**src/rtl/av2_mv_reconstruct.sv**
```systemverilog
// av2_mv_reconstruct: rebuilds per-block MVs as delta + median(left, above, above-right) predictor.
// Optional AV2_MV_CLAMP_EN saturates the sum to +/-MV_LIMIT; otherwise the sum wraps to MV_W bits.
module av2_mv_reconstruct #(
    parameter int MV_W     = 16,
    parameter int MAX_COLS = 64,
    parameter int COL_W    = 6,
    parameter int MV_LIMIT = 4095
) (
    input  logic                    clk,
    input  logic                    rst,
    input  logic                    frame_start,
    input  logic [COL_W:0]          frame_cols,
    input  logic signed [MV_W-1:0]  delta_x,
    input  logic signed [MV_W-1:0]  delta_y,
    input  logic                    delta_valid,
    output logic                    delta_ready,
    output logic signed [MV_W-1:0]  mv_x,
    output logic signed [MV_W-1:0]  mv_y,
    output logic                    mv_valid,
    input  logic                    mv_ready,
    output logic [COL_W-1:0]        col_idx,
    output logic [COL_W-1:0]        row_idx,
    output logic                    busy
);
    typedef enum logic [2:0] {IDLE, RD_A, RD_AR, CALC, OUT} state_t;

    state_t state, state_nxt;
    logic frame_active, accept, hs, last_col;
    logic [COL_W:0] cols;
    logic [COL_W-1:0] col, row, rd_addr;
    logic signed [MV_W-1:0] dx, dy, lx, ly, ax, ay, arx, ary, px, py;
    logic signed [MV_W:0] sx, sy;
    logic [2*MV_W-1:0] lb [MAX_COLS];
    logic [2*MV_W-1:0] rd_data;

    function automatic logic signed [MV_W-1:0] med3(input logic signed [MV_W-1:0] a, b, c);
        logic signed [MV_W-1:0] lo, hi, m;
        lo = a < b ? a : b;
        hi = a < b ? b : a;
        m  = hi < c ? hi : c;
        return lo > m ? lo : m;
    endfunction

    function automatic logic signed [MV_W-1:0] resolve(input logic signed [MV_W:0] s);
`ifdef AV2_MV_CLAMP_EN
        logic signed [MV_W:0] lim;
        lim = (MV_W+1)'(MV_LIMIT);
        return s > lim ? MV_W'(lim) : s < -lim ? MV_W'(-lim) : MV_W'(s);
`else
        return MV_W'(s);
`endif
    endfunction

    assign accept   = delta_valid && delta_ready;
    assign hs       = state == OUT && mv_ready && !frame_start;
    assign last_col = {1'b0, col} == cols - (COL_W+1)'(1);
    assign col_idx  = col;
    assign row_idx  = row;

    always_ff @(posedge clk or posedge rst) begin
        if (rst) state <= IDLE;
        else     state <= state_nxt;
    end

    always_comb begin
        state_nxt = frame_start     ? IDLE :
                    state == IDLE   ? (accept ? RD_A : IDLE) :
                    state == RD_A   ? RD_AR :
                    state == RD_AR  ? CALC :
                    state == CALC   ? OUT :
                    (mv_ready ? IDLE : OUT);
    end

    always_comb begin
        delta_ready = state == IDLE && frame_active && !frame_start;
        busy        = state != IDLE;
    end

    // Two-stage read: address registered, then data registered, so RD_AR sees lb[col] and CALC sees lb[col+1].
    always_ff @(posedge clk) begin
        rd_addr <= state == RD_A ? col + COL_W'(1) : col;
        rd_data <= lb[rd_addr];
        if (hs) lb[col] <= {mv_y, mv_x};
    end

    always_comb begin
        arx = (row == '0 || last_col) ? ax : rd_data[MV_W-1:0];
        ary = (row == '0 || last_col) ? ay : rd_data[2*MV_W-1:MV_W];
        px  = med3(lx, ax, arx);
        py  = med3(ly, ay, ary);
        sx  = {dx[MV_W-1], dx} + {px[MV_W-1], px};
        sy  = {dy[MV_W-1], dy} + {py[MV_W-1], py};
    end

    always_ff @(posedge clk or posedge rst) begin
        if (rst) begin
            mv_x         <= '0;
            mv_y         <= '0;
            mv_valid     <= 1'b0;
            col          <= '0;
            row          <= '0;
            lx           <= '0;
            ly           <= '0;
            ax           <= '0;
            ay           <= '0;
            dx           <= '0;
            dy           <= '0;
            frame_active <= 1'b0;
            cols         <= (COL_W+1)'(MAX_COLS);
        end else if (frame_start) begin
            mv_valid     <= 1'b0;
            col          <= '0;
            row          <= '0;
            lx           <= '0;
            ly           <= '0;
            frame_active <= 1'b1;
            cols         <= (frame_cols == '0 || frame_cols > (COL_W+1)'(MAX_COLS)) ?
                            (COL_W+1)'(MAX_COLS) : frame_cols;
        end else begin
            if (accept) begin
                dx <= delta_x;
                dy <= delta_y;
            end
            if (state == RD_AR) begin
                ax <= row == '0 ? '0 : rd_data[MV_W-1:0];
                ay <= row == '0 ? '0 : rd_data[2*MV_W-1:MV_W];
            end
            if (state == CALC) begin
                mv_x     <= resolve(sx);
                mv_y     <= resolve(sy);
                mv_valid <= 1'b1;
            end
            if (hs) begin
                mv_valid <= 1'b0;
                lx       <= last_col ? '0 : mv_x;
                ly       <= last_col ? '0 : mv_y;
                col      <= last_col ? '0 : col + COL_W'(1);
                row      <= last_col ? row + COL_W'(1) : row;
            end
        end
    end
endmodule

```
**config.mk**
```make
export PLATFORM = sky130hd
export DESIGN_NAME = av2_mv_reconstruct
export DESIGN_NICKNAME = d
export VERILOG_FILES = /design/src/rtl/av2_mv_reconstruct.sv
export SDC_FILE = /design/constraint.sdc
export NUM_CORES = 2
export LEC_CHECK = 0
export CORE_MARGIN = 2
export CORE_UTILIZATION = 50
export DETAILED_ROUTE_END_ITERATION = 6
export GPL_TIMING_DRIVEN = 0
export MAX_ROUTING_LAYER = met4
export PLACE_DENSITY = 0.75
export SETUP_SLACK_MARGIN = 0.3
export SLEW_MARGIN = 20
export SYNTH_ARGS = -nofsm -noshare
export SYNTH_HDL_FRONTEND = slang
export SYNTH_SLANG_ARGS = --single-unit
```
**constraint.sdc**
```tcl
create_clock -name clk -period 12.55 [get_ports clk]
set_input_delay 3.1375 -clock clk [delete_from_list [all_inputs] [get_ports clk]]
set_output_delay 3.1375 -clock clk [all_outputs]
set_load 0.05 [all_outputs]
```
==> results.ini <==
[grt]
grt_first_pass_wirelength_um=364000
grt_pass1_vias=47800
grt_overflow_total=0
grt_max_degree=94
grt_usage_pct=29.1
antenna_found_initial=25

[final_layout]
drive_gt1_share_pct=27.6
final_cell_mix=edfxtp_1, mux4_2, clkbuf_16, clkbuf_1, ha_1
syn_to_final_growth_pct=16.0
multi_input_area_mm2=0.0232
fin_util_pct=58.4
final_area_mm2=0.104
regArea_mm2=0.0662
final_common_cell=edfxtp_1
fill_cells=12200
nets=4846

[timing]
finalCriticalPeriod_ps=10890
finalSetupViolations=0
finalCritPeriodShare_pct=86.7
tightest_slew_ps=1220
tns_ps=0
slew_violations=0
hold_violations=0
fin_ws_ps=1660
rsz0062_at_grt=false
slew_headroom_pct=18.3
timing.fmax_mhz=91.9
skew_ps=63.4

[logic_synthesis]
synth.largest_area_cell=edfxtp_1
ys_types=77
synth_area_mm2=0.0900
synth_ff_type=edfxtp_1
synth_edf_count=2048
synth_top_area_share_pct=68.4
ys_warn_count=0
ys_seq_area_share_pct=73.4
syn_nets=4424
synth.area.top_cells=edfxtp_1, mux4_2, dfrtp_1
ys_ff_latch=2238
syn_inst=4250
synthArstFlopShare_pct=6.79
avgSynthCellArea_um2=21.2

[setup_path]
path_max_fanout=10
cpMostUsedCell=a21oi_1
endpoint_kind=flip-flop
crit_type=reg -> reg
reg2reg_depth=41
cpPeakStageDelay_ps=690
required_ps=13270
rr_startpoint=ay[15]
crit_path_start_kind=flip-flop
r2r_end=mv_y[14]
cpMaxStageDelayCell=nor2_1
cp.arrival_ps=11610
r2r_setup_slack_ps=1660

[worst_hold_path]
whs_endpoint=frame_active
hold_start=frame_active
hp-class=reg -> reg
whs_path_depth=1

[clocking]
clkSlewWorstSetupHoldPaths_ps=60
cts_root_buf=clkbuf_16
cts_setup_buffers=0
clockBufferDepth=3
cts_tree=yes
htree_num_levels=4
cts_made_buffers=213
cts.sinks=2238
cts_hold_buf=0
cts_resized=0
clock_latency_ps=880

[floorplanning]
io_pins=91
rows=155
die_area_mm2=0.183
die-height_um=428
fp.dieW_um=428
initial_utilization_pct=50.4
core_mm2=0.179

[power_and_ir_drop]
ir_worst_vdd_uv=217
powerDensity_mw_per_mm2=194
totalPowerFinal_uw=20200
p_leak_uw=0.0334

[route]
antenna_left=0
num_vias=47400
wirelength_met1_um=89900
post-route-drc-count=0
wl_met2_um=124000
vias_per_cell=6.55
dr.pass1.iters=6
top_layer=met4
wl_per_cell_um=35.8
wl_met3_um=30600
drt_iter0_drc=7719
wl_um=259000

[placed_design]
gp_congestion=0.905
io_buffers=90
pre_cts_ws_ps=1780
place_area_mm2=0.0972
hpwl_um=163000

[outcome]
status=finished clean

[run]
drv_cap=0

## flip-flops by register name (all words and copies together) (netlist names)
| signal | cells |
|---|---|
| ax | 16 |
| ay | 16 |
| col_idx | 6 |
| cols | 7 |
| dx | 16 |
| dy | 16 |
| frame_active | 1 |
| lb | 2048 |
| lx | 16 |
| ly | 16 |
| mv_valid | 1 |
| mv_x | 16 |
| mv_y | 16 |
| rd_addr | 6 |
| rd_data | 32 |
| row_idx | 6 |
| state | 3 |
## metrics by stage
| stage | hold slack (ps) | std cells |
|---|---|---|
| global route | 481 | 7223 |
| detailed placement | 452 | 6809 |
| CTS | 468 | 7209 |
| floorplan | 427 | 4250 |
| finish | 463 | 7228 |
| global placement | 448 | 6695 |
## worst max-delay path: cells and delay by family (launching register included)
family / cells / cell delay (ps)
adders and majority gates: 5 / 1640
and+or+nand+nor: 9 / 2090
buffers and inverters: 5 / 1230
DFF: 1 / 420
AOI/OAI and AO/OA: 19 / 4240
muxes: 3 / 1100
## how the worst max path moves through the flow
stage	from	end	slack, ps	cells after the start
final	ay[15]	mv_y[14]	1660	41
after floorplan	col_idx[2]	mv_y[14]	3770	39
after global placement	row_idx[0]	mv_y[15]	1640	38
after CTS	ay[15]	mv_y[15]	1670	40
after detailed placement	ay[15]	mv_y[15]	1780	40
after global routing	ay[15]	mv_y[14]	1000	41
## synthesized netlist by cell type, types with 47 or more instances
cell      number
mux2i_1       47
buf_1         68
clkbuf_1     121
mux2_2        77
a22o_1        66
a21oi_1       70
nor2_1       145
inv_1         84
edfxtp_1    2048
o21ai_0       78
dfrtp_1      151
nand2_1      123
mux4_2       667
ha_1         128
## kinds of logic (layout without fill, tap and decap cells)
group / count (synthesis) / count (layout) / synth area share (%)
AO/OA/AOI/OAI: 342 / 342 / 2.59
XOR/XNOR: 42 / 42 / 0.409
multiplexers: 800 / 800 / 18.3
AND/OR/NAND/NOR: 404 / 404 / 2.08
buffers and inverters: 294 / 901 / 1.33
flip-flops: 2238 / 2238 / 73.4
other: 0 / 16 / 0
adder cells (fa/ha/maj): 130 / 130 / 1.82
## layout make-up
type / instances / share of cell area (%)
antenna: 16 / 0.0384
buffer: 209 / 0.868
clock buffer: 276 / 5.43
clock inverter: 124 / 1.33
inverter: 85 / 0.313
multi-input combinational: 1718 / 22.2
sequential: 2238 / 63.4
tap: 2355 / 2.82
timing repair buffer: 207 / 3.52
## power breakdown
| part | internal, uW | switching [uW] | total, uW |
|---|---|---|---|
| registers | 9250 | 589 | 9840 |
| clock network | 3710 | 2860 | 6570 |
| logic | 1350 | 2440 | 3790 |
## layer usage
layer | vias up | track usage (%)
li1 | 18600 | -
met1 | 24600 | 36.4
met2 | 3483 | 45.1
met3 | 609 | 7.20
met4 | 0 | 13.5
met5 | - | -
Power figures use the tool's default switching activity.
